===== config.mk =====
export PLATFORM = sky130hd
export DESIGN_NAME = lifo_stack_param
export DESIGN_NICKNAME = d
export VERILOG_FILES = /design/src/rtl/lifo_pkg.sv /design/src/rtl/lifo_mem.sv /design/src/rtl/lifo_stack_param.sv
export SDC_FILE = /design/constraint.sdc
export NUM_CORES = 1
export LEC_CHECK = 0
export CAP_MARGIN = 20
export CORE_MARGIN = 2
export CORE_UTILIZATION = 45
export DETAILED_ROUTE_END_ITERATION = 7
export GPL_TIMING_DRIVEN = 0
export PLACE_DENSITY = 0.79
export RECOVER_POWER = 25
export SLEW_MARGIN = 30
export SYNTH_ARGS = -nofsm -noshare
export SYNTH_HDL_FRONTEND = slang
export SYNTH_SLANG_ARGS = --single-unit

===== constraint.sdc =====
create_clock -name clock -period 2.34 [get_ports clock]
set_input_delay 0.468 -clock clock [delete_from_list [all_inputs] [get_ports clock]]
set_output_delay 0.468 -clock clock [all_outputs]
set_load 0.01 [all_outputs]

===== src/rtl/lifo_pkg.sv =====
// rtl/lifo_pkg.sv - shared defaults and count-width helper for the parametrised LIFO stack
package lifo_pkg;

    localparam int DEFAULT_DATA_WIDTH = 8;
    localparam int DEFAULT_DEPTH      = 8;
    localparam int DEFAULT_AF_LEVEL   = 6;
    localparam int DEFAULT_AE_LEVEL   = 2;

    // Occupancy runs 0..depth inclusive, so a power-of-two depth needs one extra bit.
    function automatic int count_width(input int depth);
        return $clog2(depth + 1);
    endfunction

endpackage


===== src/rtl/lifo_mem.sv =====
// rtl/lifo_mem.sv - DEPTH x DATA_WIDTH register array, one write port, one async read port
module lifo_mem #(
    parameter int DATA_WIDTH = 8,
    parameter int DEPTH      = 8,
    localparam int AW        = $clog2(DEPTH)
) (
    input  logic                  clock,
    input  logic                  wr_en,
    input  logic [AW-1:0]         wr_addr,
    input  logic [DATA_WIDTH-1:0] wr_data,
    input  logic [AW-1:0]         rd_addr,
    output logic [DATA_WIDTH-1:0] rd_data
);

    logic [DATA_WIDTH-1:0] mem [DEPTH];

    always_ff @(posedge clock) begin
        if (wr_en) begin
            mem[wr_addr] <= wr_data;
        end
    end

    assign rd_data = mem[rd_addr];

endmodule


===== src/rtl/lifo_stack_param.sv =====
// rtl/lifo_stack_param.sv - parametrised LIFO with swap/pass-through, peek, level flags and sticky errors
module lifo_stack_param
    import lifo_pkg::*;
#(
    parameter int DATA_WIDTH = DEFAULT_DATA_WIDTH,
    parameter int DEPTH      = DEFAULT_DEPTH,
    parameter int AF_LEVEL   = DEFAULT_AF_LEVEL,
    parameter int AE_LEVEL   = DEFAULT_AE_LEVEL,
    localparam int CW        = count_width(DEPTH)
) (
    input  logic                  clock,
    input  logic                  reset,
    input  logic                  push,
    input  logic                  pop,
    input  logic                  err_clr,
    input  logic [DATA_WIDTH-1:0] data_in,
    output logic [DATA_WIDTH-1:0] data_out,
    output logic                  rd_valid,
    output logic [DATA_WIDTH-1:0] top,
    output logic [CW-1:0]         count,
    output logic                  full,
    output logic                  empty,
    output logic                  almost_full,
    output logic                  almost_empty,
    output logic                  overflow,
    output logic                  underflow
);

    localparam int AW = $clog2(DEPTH);

    logic [CW-1:0]         top_idx;
    logic [AW-1:0]         rd_addr;
    logic [AW-1:0]         wr_addr;
    logic [DATA_WIDTH-1:0] rd_data;
    logic                  wr_en;
    logic                  do_swap;
    logic                  do_pass;
    logic                  push_ok;
    logic                  push_rej;
    logic                  pop_ok;
    logic                  pop_rej;

    assign full         = (count == CW'(DEPTH));
    assign empty        = (count == '0);
    assign almost_full  = (count >= CW'(AF_LEVEL));
    assign almost_empty = (count <= CW'(AE_LEVEL));

    assign do_swap  = push &  pop & !empty;
    assign do_pass  = push &  pop &  empty;
    assign push_ok  = push & !pop & !full;
    assign push_rej = push & !pop &  full;
    assign pop_ok   = pop  & !push & !empty;
    assign pop_rej  = pop  & !push &  empty;

    assign top_idx = count - CW'(1);
    // Address 0 when empty keeps the read in range; the value is masked off below.
    assign rd_addr = empty ? '0 : top_idx[AW-1:0];
    assign wr_addr = do_swap ? top_idx[AW-1:0] : count[AW-1:0];
    // Qualified by reset so an edge seen while reset is held never lands a write.
    assign wr_en   = reset & (do_swap | push_ok);
    assign top     = empty ? '0 : rd_data;

    lifo_mem #(
        .DATA_WIDTH (DATA_WIDTH),
        .DEPTH      (DEPTH)
    ) u_mem (
        .clock   (clock),
        .wr_en   (wr_en),
        .wr_addr (wr_addr),
        .wr_data (data_in),
        .rd_addr (rd_addr),
        .rd_data (rd_data)
    );

    always_ff @(posedge clock or negedge reset) begin
        if (!reset) begin
            count     <= '0;
            data_out  <= '0;
            rd_valid  <= 1'b0;
            overflow  <= 1'b0;
            underflow <= 1'b0;
        end else begin
            rd_valid <= do_swap | do_pass | pop_ok;
            if (do_swap || pop_ok) begin
                data_out <= rd_data;
            end else if (do_pass) begin
                data_out <= data_in;
            end
            if (push_ok) begin
                count <= count + CW'(1);
            end else if (pop_ok) begin
                count <= count - CW'(1);
            end
            overflow  <= push_rej | (overflow  & !err_clr);
            underflow <= pop_rej  | (underflow & !err_clr);
        end
    end

endmodule


==> results.toml <==
[status]
outcome = "finished, violations left"
failed_checks = "negative setup slack"

[die]
die_w_um = 94.1
core_area_um2 = 7810
initial_utilization_pct = 46.8
ios = 40
die_h_um = 94.1
rows = 32
dieArea_um2 = 8860

[clock_network]
cts-htree-levels = 3
cts_max_path_buffers = 2
cts_root_buf = "clkbuf_8"
tritoncts = "yes"
clk_pin_slew_ns = 0.09
cts_hold_buf = 0
clock_sinks = 79
clk_latency_ns = 0.35
cts-buffers-inserted = 9

[detailed_routing]
wire_per_inst_um = 19.8
via_count = 2682
drt-pass1-iter-count = 4
drc = 0
via_per_inst = 5.79
ant_nets = 0
drt-total-wl_um = 9150
drt-initial-drc-count = 187

[final_layout]
fillers = 580
syn_to_final_growth_pct = 34.3
seq_area_um2 = 2300
multi_input_area_um2 = 1460
drive_gt1_share_pct = 32.7
n_antenna_cell = 0
layoutNonFillerInstCount = 463
finalNetCount = 373

[worst_setup_path]
cp.required_ns = 1.87
cp_slowest_cell = "dfrtp_2"
arrival_ns = 2.38
cpMostUsedCell = "buf_6"
cp_max_fo = 7
slowest_delay_ns = 0.44
endpoint = "top[5]"
startpoint_type = "flip-flop"
cp_cell_sequence = "inv_4, ha_4, or3b_4, nand3_4, buf_6, o221ai_2, o31ai_2, and2_4, buf_6"
r2r_start = "count[1]"
rrSetupSlack_ns = -0.01
crit_start = "count[1]"
worst_setup_path_end_kind = "output pin"
criticalPathCategory = "reg -> out"
r2r-end = "u_mem.mem[1][6]"
reg2regPathDepth = 8

[placement]
placedCellCount = 424
gp_congestion = 0.835
portBuffers = 39
hpwl_um = 5540

[synthesis]
syn_area_um2 = 3650
synth.distinct_cells = 39
yosysWarnings = 0
synth.avg_cell_area_um2 = 12.9
synth_area_leader_cell = "edfxtp_1"
synth_seq_cells = 79
synth_nets = 300
seq_area_frac_synth_pct = 62.9
synth.area.top_cells = "edfxtp_1, dfrtp_1, nand2_1"
syn_inst = 283
synth_top_area_share_pct = 52.6

[timing]
maxSlewHeadroom_pct = 29.9
final.setup.tns_ns = -4.03
clock_skew_ns = 0.0103
fmax_ghz = 0.351
setup_ws_ns = -0.513
period_share_pct = 122
slew_violations = 0
finalSetupViolCount = 18
worst_pin_slew_ns = 1.05
fin_crit_ns = 2.85
rsz0062_at_grt = "true"
hold_viol = 0

[pwr]
leakage_nw = 1.77
ir_drop_mv = 0.572
powerDensity_nw_per_um2 = 1550

[global_route]
antenna_found_initial = 0
grt_pass1_wl_um = 14200
grtUsageTotal_pct = 21.9
first_global_vias = 2715
grt_overflow = 0
grt_max_degree = 18

[flow_run]
cap_violations = 0

[worst_hold_path]
hp-class = "in -> async"
synth_stat cells, drive strengths merged:
master,count
a211oi,8
a21oi,11
a22oi,1
and2,9
buf,10
clkbuf,6
dfrtp,15
edfxtp,64
ha,4
inv,6
mux2,9
mux2i,9
nand2,33
nand2b,18
nand3,12
nand3b,1
nor2,10
nor2b,8
nor3,4
o211ai,8
o21a,8
o21ai,5
o221ai,8
o22ai,3
o31ai,8
or3b,1
or4,1
xnor2,2
xor2,1
cells by family (layout without fill, tap and decap cells):
| logic type | after synthesis | in the layout | synth area share, % |
|---|---|---|---|
| flip-flops | 79 | 79 | 62.9 |
| buffers and inverters | 22 | 100 | 3.77 |
| AND/OR/NAND/NOR | 97 | 97 | 13.8 |
| XOR/XNOR | 3 | 3 | 0.719 |
| AO/OA/AOI/OAI | 60 | 60 | 12.3 |
| multiplexers | 18 | 18 | 5.24 |
| adder cells (fa/ha/maj) | 4 | 4 | 1.37 |
final cells by class:
class,count,area share [%]
clock inverter,7,2.14
sequential,79,46.8
inverter,6,0.510
tap,102,2.60
multi-input combinational,182,29.8
buffer,12,2.12
clock buffer,9,2.52
timing repair buffer,66,13.5
registers in the layout, indices dropped and copies added, names as in the netlist:
register,flops
u_mem.mem,64
underflow,1
count,4
overflow,1
rd_valid,1
data_out,8
layer usage:
layer	vias to the layer above	part of all wire [%]	global-route usage [%]	wire [µm]
met5	-	0	0	0
met1	1362	40	26.3	3670
met4	0	3.7	12.8	342
met3	24	4.4	3.53	404
met2	96	52	37.1	4730
li1	1200	-	-	-
stage by stage:
stage	hold WS [ns]	util [%]	power (mW)	worst slack, ns	instance area, µm²
floorplan	0.172	-	4.16	-0.0703	3740
global placement	0.522	54.6	5.39	-0.955	4260
detailed placement	0.526	54.6	5.46	-0.980	4260
CTS	0.337	61.8	7.33	-0.549	4830
global route	0.333	62.9	7.95	-0.590	4910
finish	0.273	62.9	7.60	-0.513	4910
where the power goes:
group	internal (mW)	total [mW]	switching, mW
clock network	0.615	1.15	0.538
registers	1.73	1.84	0.108
logic	2.31	4.61	2.29
total	4.66	7.60	2.94
how the worst min path moves through the flow:
stage	from	end	depth (start not counted)
after global routing	reset	data_out[5]	1
after CTS	reset	count[3]	1
after global placement	underflow	underflow	2
after detailed placement	underflow	underflow	2
after floorplan	reset	count[0]	0
final	reset	count[0]	1
cells in the final DEF (no fill, tap or decap), types with 4 or more instances in the layout:
cell | Yosys | layout
o221ai_2 | 1 | 5
buf_6 | 3 | 14
buf_2 | 4 | 9
and2_1 | 9 | 5
inv_1 | 6 | 4
buf_4 | 0 | 16
edfxtp_1 | 64 | 64
mux2i_1 | 9 | 9
o31ai_2 | 3 | 7
a211oi_1 | 6 | 5
a21oi_1 | 11 | 9
clkbuf_8 | 0 | 9
nor2_4 | 0 | 7
o21a_1 | 8 | 8
clkdlybuf4s50_1 | 0 | 23
nand3_1 | 11 | 11
buf_12 | 1 | 5
mux2_2 | 9 | 9
dfrtp_1 | 15 | 14
nand2b_1 | 17 | 15
nor2b_1 | 8 | 8
nand2_1 | 33 | 29
o211ai_1 | 8 | 8
dlygate4sd3_1 | 0 | 4
critical path, delay by kind of cell, from the launching register on:
kind                     cells  cell delay (ns)
adder cells (fa/ha/maj)      1             0.13
AO/OA/AOI/OAI                2             0.38
AND/OR/NAND/NOR              3             0.80
flip-flops                   1             0.44
buffers and inverters        3             0.29
repair_timing:
item | in CTS | in global routing
gates resized for setup | 73 | 21
endpoints found under the setup margin | 84 | 75
pin swaps | 20 | 22
cloned | 1 | 0
buffers inserted | 23 | 3
Power figures use the tool's default switching activity.
